==> src/rtl/pc_gen.sv <==
// Fetch program-counter generator: boot/run sequencing, fetch handshake, execute redirects,
// misaligned-target trapping and a saturating redirect counter.
module pc_gen #(
   parameter int unsigned             CPU_WIDTH = 32,
   parameter logic [CPU_WIDTH-1:0]    RESET_PC  = '0,
   parameter logic [CPU_WIDTH-1:0]    TRAP_PC   = CPU_WIDTH'(32'h100),
   parameter int unsigned             CNT_WIDTH = 16
) (
   input  logic                 clk,
   input  logic                 rst,
   input  logic                 stall_i,
   input  logic                 branch_i,
   input  logic                 taken_i,
   input  logic                 jump_i,
   input  logic                 jalr_i,
   input  logic [CPU_WIDTH-1:0] ex_pc_i,
   input  logic [CPU_WIDTH-1:0] imm_i,
   input  logic [CPU_WIDTH-1:0] rs1_i,
   input  logic                 fetch_ready_i,
   output logic                 fetch_valid_o,
   output logic [CPU_WIDTH-1:0] fetch_pc_o,
   output logic                 flush_o,
   output logic                 misalign_o,
   output logic [CPU_WIDTH-1:0] misalign_addr_o,
   output logic [CNT_WIDTH-1:0] redir_cnt_o
);

   typedef enum logic [0:0] {StBoot, StRun} state_e;

   state_e                 state_q, state_d;
   logic [CPU_WIDTH-1:0]   pc_q, pc_d;
   logic                   flush_q, flush_d;
   logic                   misalign_q, misalign_d;
   logic [CPU_WIDTH-1:0]   mis_addr_q, mis_addr_d;
   logic [CNT_WIDTH-1:0]   cnt_q, cnt_d;

   logic                   redir;
   logic [CPU_WIDTH-1:0]   jalr_sum;
   logic [CPU_WIDTH-1:0]   target;
   logic                   target_bad;

   assign redir    = jalr_i | jump_i | (branch_i & taken_i);
   assign jalr_sum = rs1_i + imm_i;

   // jalr outranks jal/branch; jal and branch share the PC-relative adder.
   always_comb begin
      target = ex_pc_i + imm_i;
      if (jalr_i) begin
         target = {jalr_sum[CPU_WIDTH-1:1], 1'b0};
      end
   end

   assign target_bad = target[1];

   always_comb begin
      state_d    = state_q;
      pc_d       = pc_q;
      flush_d    = 1'b0;
      misalign_d = 1'b0;
      mis_addr_d = mis_addr_q;
      cnt_d      = cnt_q;

      unique case (state_q)
         StBoot: begin
            state_d = StRun;
         end
         StRun: begin
            if (redir) begin
               flush_d = 1'b1;
               if (cnt_q != {CNT_WIDTH{1'b1}}) begin
                  cnt_d = cnt_q + CNT_WIDTH'(1);
               end
               if (target_bad) begin
                  pc_d       = TRAP_PC;
                  misalign_d = 1'b1;
                  mis_addr_d = target;
               end else begin
                  pc_d = target;
               end
            end else if (stall_i) begin
               pc_d = pc_q;
            end else if (fetch_ready_i) begin
               pc_d = pc_q + CPU_WIDTH'(4);
            end
         end
         default: begin
            state_d = StBoot;
         end
      endcase
   end

   always_ff @(posedge clk) begin
      if (rst) begin
         state_q    <= StBoot;
         pc_q       <= RESET_PC;
         flush_q    <= 1'b0;
         misalign_q <= 1'b0;
         mis_addr_q <= '0;
         cnt_q      <= '0;
      end else begin
         state_q    <= state_d;
         pc_q       <= pc_d;
         flush_q    <= flush_d;
         misalign_q <= misalign_d;
         mis_addr_q <= mis_addr_d;
         cnt_q      <= cnt_d;
      end
   end

   assign fetch_valid_o   = (state_q == StRun) & ~stall_i;
   assign fetch_pc_o      = pc_q;
   assign flush_o         = flush_q;
   assign misalign_o      = misalign_q;
   assign misalign_addr_o = mis_addr_q;
   assign redir_cnt_o     = cnt_q;

endmodule

==> config.mk <==
export PLATFORM = sky130hd
export DESIGN_NAME = pc_gen
export DESIGN_NICKNAME = d
export VERILOG_FILES = /design/src/rtl/pc_gen.sv
export SDC_FILE = /design/constraint.sdc
export NUM_CORES = 1
export LEC_CHECK = 0
export ABC_AREA = 1
export CORE_UTILIZATION = 50
export CTS_CLUSTER_SIZE = 16
export DETAILED_ROUTE_END_ITERATION = 16
export GPL_ROUTABILITY_DRIVEN = 0
export HOLD_SLACK_MARGIN = 0.1
export PLACE_DENSITY = 0.79
export SYNTH_ARGS = -nofsm -noshare
export SYNTH_HDL_FRONTEND = slang
export SYNTH_SLANG_ARGS = --single-unit
==> constraint.sdc <==
create_clock -name clk -period 2.5 [get_ports clk]
set_input_delay 0.5 -clock clk [delete_from_list [all_inputs] [get_ports clk]]
set_output_delay 0.5 -clock clk [all_outputs]
set_load 0.01 [all_outputs]
==> results by group <==
Run status
  – Status: finished, final reports clean

Clocking
  – Root Driver: clkbuf_16
  – Clk slew on worst S/H paths: 0.06 ns
  – Clock sink count: 82
  – Skew-Pair Late Insertion Delay: 0.34 ns
  – CTS Buf Count: 9
  – Max Buffers Root-to-Sink: 2
  – H-tree levels: 3
  – TritonCTS clock tree: built

Global route
  – Vias in the first global route: 10100
  – Gr usage total: 0.340
  – Initial antenna violation count: 0
  – Largest net degree at the start of global routing: 53
  – First-pass GRT wire length: 48.8 mm
  – Grt ovf: 0

Finish
  – Design area: 0.0124 mm2
  – Non-filler instance count after layout: 2053
  – Antenna diodes: 0
  – Layout Nets: 1998
  – Util after Layout: 0.739
  – P&R area growth vs syn: 42.6%
  – Layout cell share with drive strength beyond 1: 0.133

Timing
  – Minimum clock period: 2.49 ns
  – RSZ-0062 raised after global routing: true
  – Pins Over Slew Limit: 0
  – Fmax: 402 MHz
  – # setup viols final: 0
  – Layout Skew: 0.00414 ns
  – Final Hold Fails: 0
  – Period utilization: 0.995

Placement
  – Post-DP Area: 0.0117 mm2
  – Placed Instances: 2033
  – Final HPWL DP: 24.7 mm
  – PortBufs: 185

Worst hold path
  – Hold Path Class: reg -> reg
  – Hold depth: 2
  – Hold path start: redir_cnt_o[4]
  – WHS Endpoint: redir_cnt_o[4]

Pwr
  – Sequential power share: 0.284
  – Peak VDD IR: 0.401 mV
  – P_leak: 6.12 nW
  – Comb pwr share: 0.450
  – Psw: 1.94 mW
  – Pwr/cell area: 434 mW/mm2
  – Internal: 3.45 mW
  – Clock share of power: 0.266
  – Sw Ratio: 0.360
  – Power, Total: 5.39 mW

Flow run
  – Number of max-cap violations: 0

Worst setup path
  – Critical path class: in -> reg
  – R2R Setup Slk: 0.51 ns
  – Crit path DAT: 2.71 ns
  – Setup crit start kind: primary input
  – Reg-to-reg startpoint: fetch_pc_o[3]
  – CP Max Fanout: 7
  – Setup crit end kind: flop
  – R2r endpoint: fetch_pc_o[28]
  – Crit path required time: 2.72 ns
  – FF-to-FF path depth: 12

Floorplan
  – Initial core utilization: 0.518
  – I/O pins: 187
  – Die ar.: 0.0180 mm2
  – Core ar.: 0.0168 mm2
  – Rows: 47
  – Die width: 134 um
  – Die Y: 134 um

Yosys
  – Post-synth top area share: 0.200
  – Syn_area_per_cell: 5.68 um2
  – Warnings from Yosys: 0
  – Post-synth top cells: nand2_1 (463), inv_1 (236), a21oi_1 (151)
  – Post-Syn Instances: 1534
  – Dominant cells by area after synthesis: nand2_1 (20%), dfxtp_1 (19%), inv_1 (10%), ha_1 (9.0%), a21oi_1 (8.7%)
  – Mapped Area: 0.00871 mm2
  – Top-count cell post-synth: nand2_1
  – Synthesized flop and latch total: 82
  – Synth area leader: nand2_1
  – Seq/Total Area, Yosys: 0.188
  – Ys async rst share: 0
  – Synth unique cells: 47
  – Main flop type after synthesis: dfxtp_1
  – Number of enable flip-flop cells after synthesis: 0
  – Post-synthesis net count: 1703

Routing
  – Routed WL: 31.2 mm
  – Wire length per cell: 15.2 um
  – Initial DRC count: 1024
  – Routed Antenna Nets: 0
  – DR DRC count: 0
  – DR pass1 iterations: 5
  – Routed vias: 11100
  – Vias per cell: 5.41
==> placed cells by master (no fill, tap or decap), types with 6 or more instances in the layout <==
master / n
a21oi_1: 142
a21oi_2: 11
a31oi_1: 10
buf_4: 127
clkbuf_16: 10
clkdlybuf4s50_1: 180
dfxtp_1: 82
ha_1: 47
ha_4: 15
inv_1: 235
nand2_1: 451
nand2_2: 17
nand3_1: 122
nand3_2: 7
nand4_1: 12
nor2_1: 116
nor2_2: 15
nor3_1: 19
nor3_2: 6
o21ai_0: 82
o21ai_1: 6
o21bai_1: 24
or2_2: 6
xnor2_1: 6
xor2_1: 16
==> routing by layer <==
metal  wire length, um  track usage  vias to the layer above
met3              2500       0.0491                      100
met4              1570        0.177                        0
met2             14200        0.554                      521
met1             13000        0.434                     4959
met5                 0            0                        -
li1                  -            -                     5535
==> per-stage QoR <==
stage                     hold slack (ns)  setup slack [ns]  setup TNS (ns)
after CTS                           0.472            0.0112               0
after floorplan                     0.476             0.321               0
final                               0.472            0.0127               0
after global placement              0.450            -0.304          -14.21
after global routing                0.493           -0.0583          -0.369
after detailed placement            0.463            -0.375          -16.74
==> worst max-delay path, stage by stage <==
cell and delay (ns):
clkdlybuf4s50_1 0.45, ha_2 0.22, fa_2 0.54, inv_1 0.06
o21ai_2 0.16, inv_2 0.08, nor2_4 0.12, buf_12 0.14
buf_12 0.11, buf_4 0.11, nand2_1 0.05, o211ai_1 0.10
inv_1 0.07
==> power by group through the flow <==
stage | clock (mW) | sequential (mW) | combinational [mW]
final | 1.43 | 1.53 | 2.43
after detailed placement | 0 | 1.55 | 2.25
after global placement | 0 | 1.56 | 2.21
after CTS | 1.44 | 1.53 | 2.27
after global routing | 1.50 | 1.54 | 2.65
after floorplan | 0 | 1.57 | 1.17
==> how the worst max path moves through the flow <==
stage | from | cells after the start | to | slack [ns]
2_1_floorplan | ex_pc_i[0] | 10 | misalign_addr_o[30] | 0.32
3_3_place_gp | imm_i[1] | 10 | misalign_addr_o[7] | -0.30
3_5_place_dp | imm_i[0] | 10 | misalign_addr_o[6] | -0.37
4_1_cts | imm_i[0] | 11 | misalign_addr_o[6] | 0.01
5_1_grt | imm_i[0] | 13 | misalign_addr_o[12] | -0.06
6_report | imm_i[0] | 13 | misalign_addr_o[12] | 0.01
==> logic make-up after synthesis <==
family / after synthesis / share of synthesized area
buffers and inverters: 277 / 0.123
XOR/XNOR: 22 / 0.0221
adder cells (fa/ha/maj): 65 / 0.0951
AND/OR/NAND/NOR: 795 / 0.389
other: 1 / 0.000430
flip-flops: 82 / 0.188
AO/OA/AOI/OAI: 292 / 0.182
==> state kept, by name, indices dropped and copies added, names as in the netlist <==
| name | count |
|---|---|
| state_q | 1 |
| misalign_o | 1 |
| redir_cnt_o | 16 |
| misalign_addr_o | 32 |
| fetch_pc_o | 31 |
| flush_o | 1 |
==> final cells by class <==
cell class / count / area, um2
Multi-Input combinational cell: 1175 / 6340
Clock inverter: 2 / 60.1
Fill cell: 1440 / 4390
Tap cell: 220 / 275
Sequential cell: 82 / 1640
Clock buffer: 13 / 260
Inverter: 243 / 917
Timing Repair Buffer: 318 / 2930
==> what timing repair did <==
action | in CTS | in global routing
pin swaps | 1 | 4
gates cloned | 0 | 1
setup endpoints to repair | 28 | 54
setup buffers | 0 | 4
resized for setup | 4 | 70
hold endpoints to repair | 0 | 0
hold buffers | 0 | 0
(Power assumes the default switching activity.)
==> RTL edit, RTL diff (same flow settings) <==
Set the parameter `CNT_WIDTH` to 12 (it was 16).
--- a/src/rtl/pc_gen.sv
+++ b/src/rtl/pc_gen.sv
@@ -5,5 +5,5 @@
    parameter logic [CPU_WIDTH-1:0]    RESET_PC  = '0,
    parameter logic [CPU_WIDTH-1:0]    TRAP_PC   = CPU_WIDTH'(32'h100),
-   parameter int unsigned             CNT_WIDTH = 16
+   parameter int unsigned             CNT_WIDTH = 12
 ) (
    input  logic                 clk,
Ports: changed (resized redir_cnt_o); port bits go from 187 to 183. The function was not compared with the original's and may differ.
==> RTL edit against the original RTL <==
- clock skew increased by 3.2 ps
- cell area fell by 3.0%
- sequential cell count decreased by 4
- worst setup slack gained 54 ps
- sequential power down 3%
- first-iteration DRC count down 0.88%
- area after synthesis fell by 2.7%
- power decreased by 1.6%
- cell count down 2.7%
- wire length fell by 3.0%
- die area decreased by 2.7%
- largest power group unchanged
==> RTL edit: results (changes against the original RTL) <==
Crit Path Max Fanout 4 (-3); number of inserted diodes 0 (unchanged); peak ir drop on the vdd network 0.496 mV (+24%); routed wire length on met3 2390 um (-4.3%); via count of the first global-routing pass 9,956 (-1.4%); Cell variety after synth 46 (-2.1%); Bufs on Longest Clock Path 2 (unchanged); critical path's slowest cell clkdlybuf4s50_1; share of layout cells above drive strength 1 12.5% (-0.76 points); worst hold slack across all endpoints 466 ps (-6.26 ps); clock-pin transition on the worst setup and hold timing paths 60 ps (about the same); worst min-delay path class register to register; Routed wire per std cell 15.2 um (-0.28%); list of most frequent post-synthesis cells 452 x nand2_1, 201 x inv_1, 150 x a21oi_1; Leakage Power 5.87 nW (-4.1%); final layout net count 1,941 (-2.9%); max FFs per register 32 (unchanged); most area-consuming cells after synthesis nand2_1 20%, dfxtp_1 18%, ha_1 9.3%; yosys warns 0 (unchanged); met1 routed wirelength after detailed routing 12,500 um (-3.5%); global-route usage over all layers 33.3% (-0.66 points); half-perimeter wire length after placement 24,100 um (-2.8%); Iter 0 DRT Violations 1,015 (-0.88%); worst clock skew 7.30 ps (+3.16 ps); status complete, no violations; filler cell count in the final layout 1,458 (+1.3%); later-pin clock latency in the skew report 340 ps (about the same); synthesized net count 1,656 (-2.8%); Seq/Total Area, Yosys 18.4% (-0.41 points); CTS buffer count 9 (unchanged); total iterations of the first detailed-routing run 6 (+1); total of buffers placed on input and output ports 181 (-2.2%); antenna violations before repair 0 (unchanged); delay of the slowest critical-path stage 430 ps (-110 ps); global-route wire length before repair 47,200 um (-3.3%); largest net degree at the start of global routing 35 (-34%); met2 routed wirelength 13,900 um (-2.1%); overall via count from detail_route 11,000 (-1.2%)
==> RTL edit: cell types whose count changed in the layout (fill, tap and decap cells not counted), sizes merged, moves of 4 or more <==
cell and delta:
buf -7, clkdlybuf4s50 -4, dfxtp -4, inv -21
nand2 -15, nor2 -15, o21ai -5, xnor2 +10
xor2 -4
==> RTL edit: worst paths after layout <==
path	startpoint	to	slack, ps	cells past startpoint
hold / removal	misalign_addr_o[21]	misalign_addr_o[21]	470	2
hold reg to reg	misalign_addr_o[21]	misalign_addr_o[21]	470	2
setup reg to reg	fetch_pc_o[2]	fetch_pc_o[26]	430	9
setup / recovery	imm_i[12]	misalign_addr_o[25]	70	13
==> RTL edit: stage by stage <==
stage          setup WS (ps)  power (mW)  TNS, ps  cells  area, sq um
2_1_floorplan            298        2.69        0   1487         8470
3_3_place_gp            -275        3.70   -12340   1973        11400
3_5_place_dp            -311        3.73   -13610   1973        11400
4_1_cts                 6.54        5.15        0   1989        11700
5_1_grt                -51.3        5.60     -200   1997        12100
6_report                67.0        5.30        0   1997        12100
==> RTL edit: final cells by class <==
cell class	count	area [sq um]	share of cell area (%)
inverters	221	835	6.92
flip-flops and latches	78	1560	13.0
clock inverters	5	81.3	0.675
multi-input cells	1153	6160	51.1
clock buffers	11	243	2.01
repair buffers	309	2900	24.1
well taps	220	275	2.28
==> RTL edit: cell families after synthesis <==
kind of cell	count (synthesis)	synth area share (%)
compound gates	286	18.3
xor+xnor	28	2.89
fa+ha+maj	65	9.78
buf+inv	256	11.7
flops	78	18.4
other cells	1	0.0443
simple gates	773	38.9
==> RTL edit: worst register-to-register path: stages (launching register included) <==
cell and delay (ps):
dfxtp_1 400, ha_1 240, nand3_1 160, nor2_2 270, nand2_1 130, nor2_1 240, nand2_1 120, xnor2_1 130
a21oi_1 180, a21oi_1 90
==> RTL edit: repair_timing <==
item	CTS	global route
setup endpoints to repair	0	54
resized for setup	0	52
setup buffers	0	5
==> RTL edit: power by group <==
group          internal (mW)  leakage [nW]  switching [mW]  total (mW)
logic                   1.11          5.07            1.29        2.40
registers               1.35         0.641           0.125        1.48
clock network          0.903         0.156           0.525        1.43
==> RTL edit: per-layer routing <==
layer | up-vias | track usage [%]
met5 | - | 0
met4 | 0 | 16.0
met2 | 562 | 57.0
met3 | 92 | 4.54
li1 | 5398 | -
met1 | 4934 | 41.2
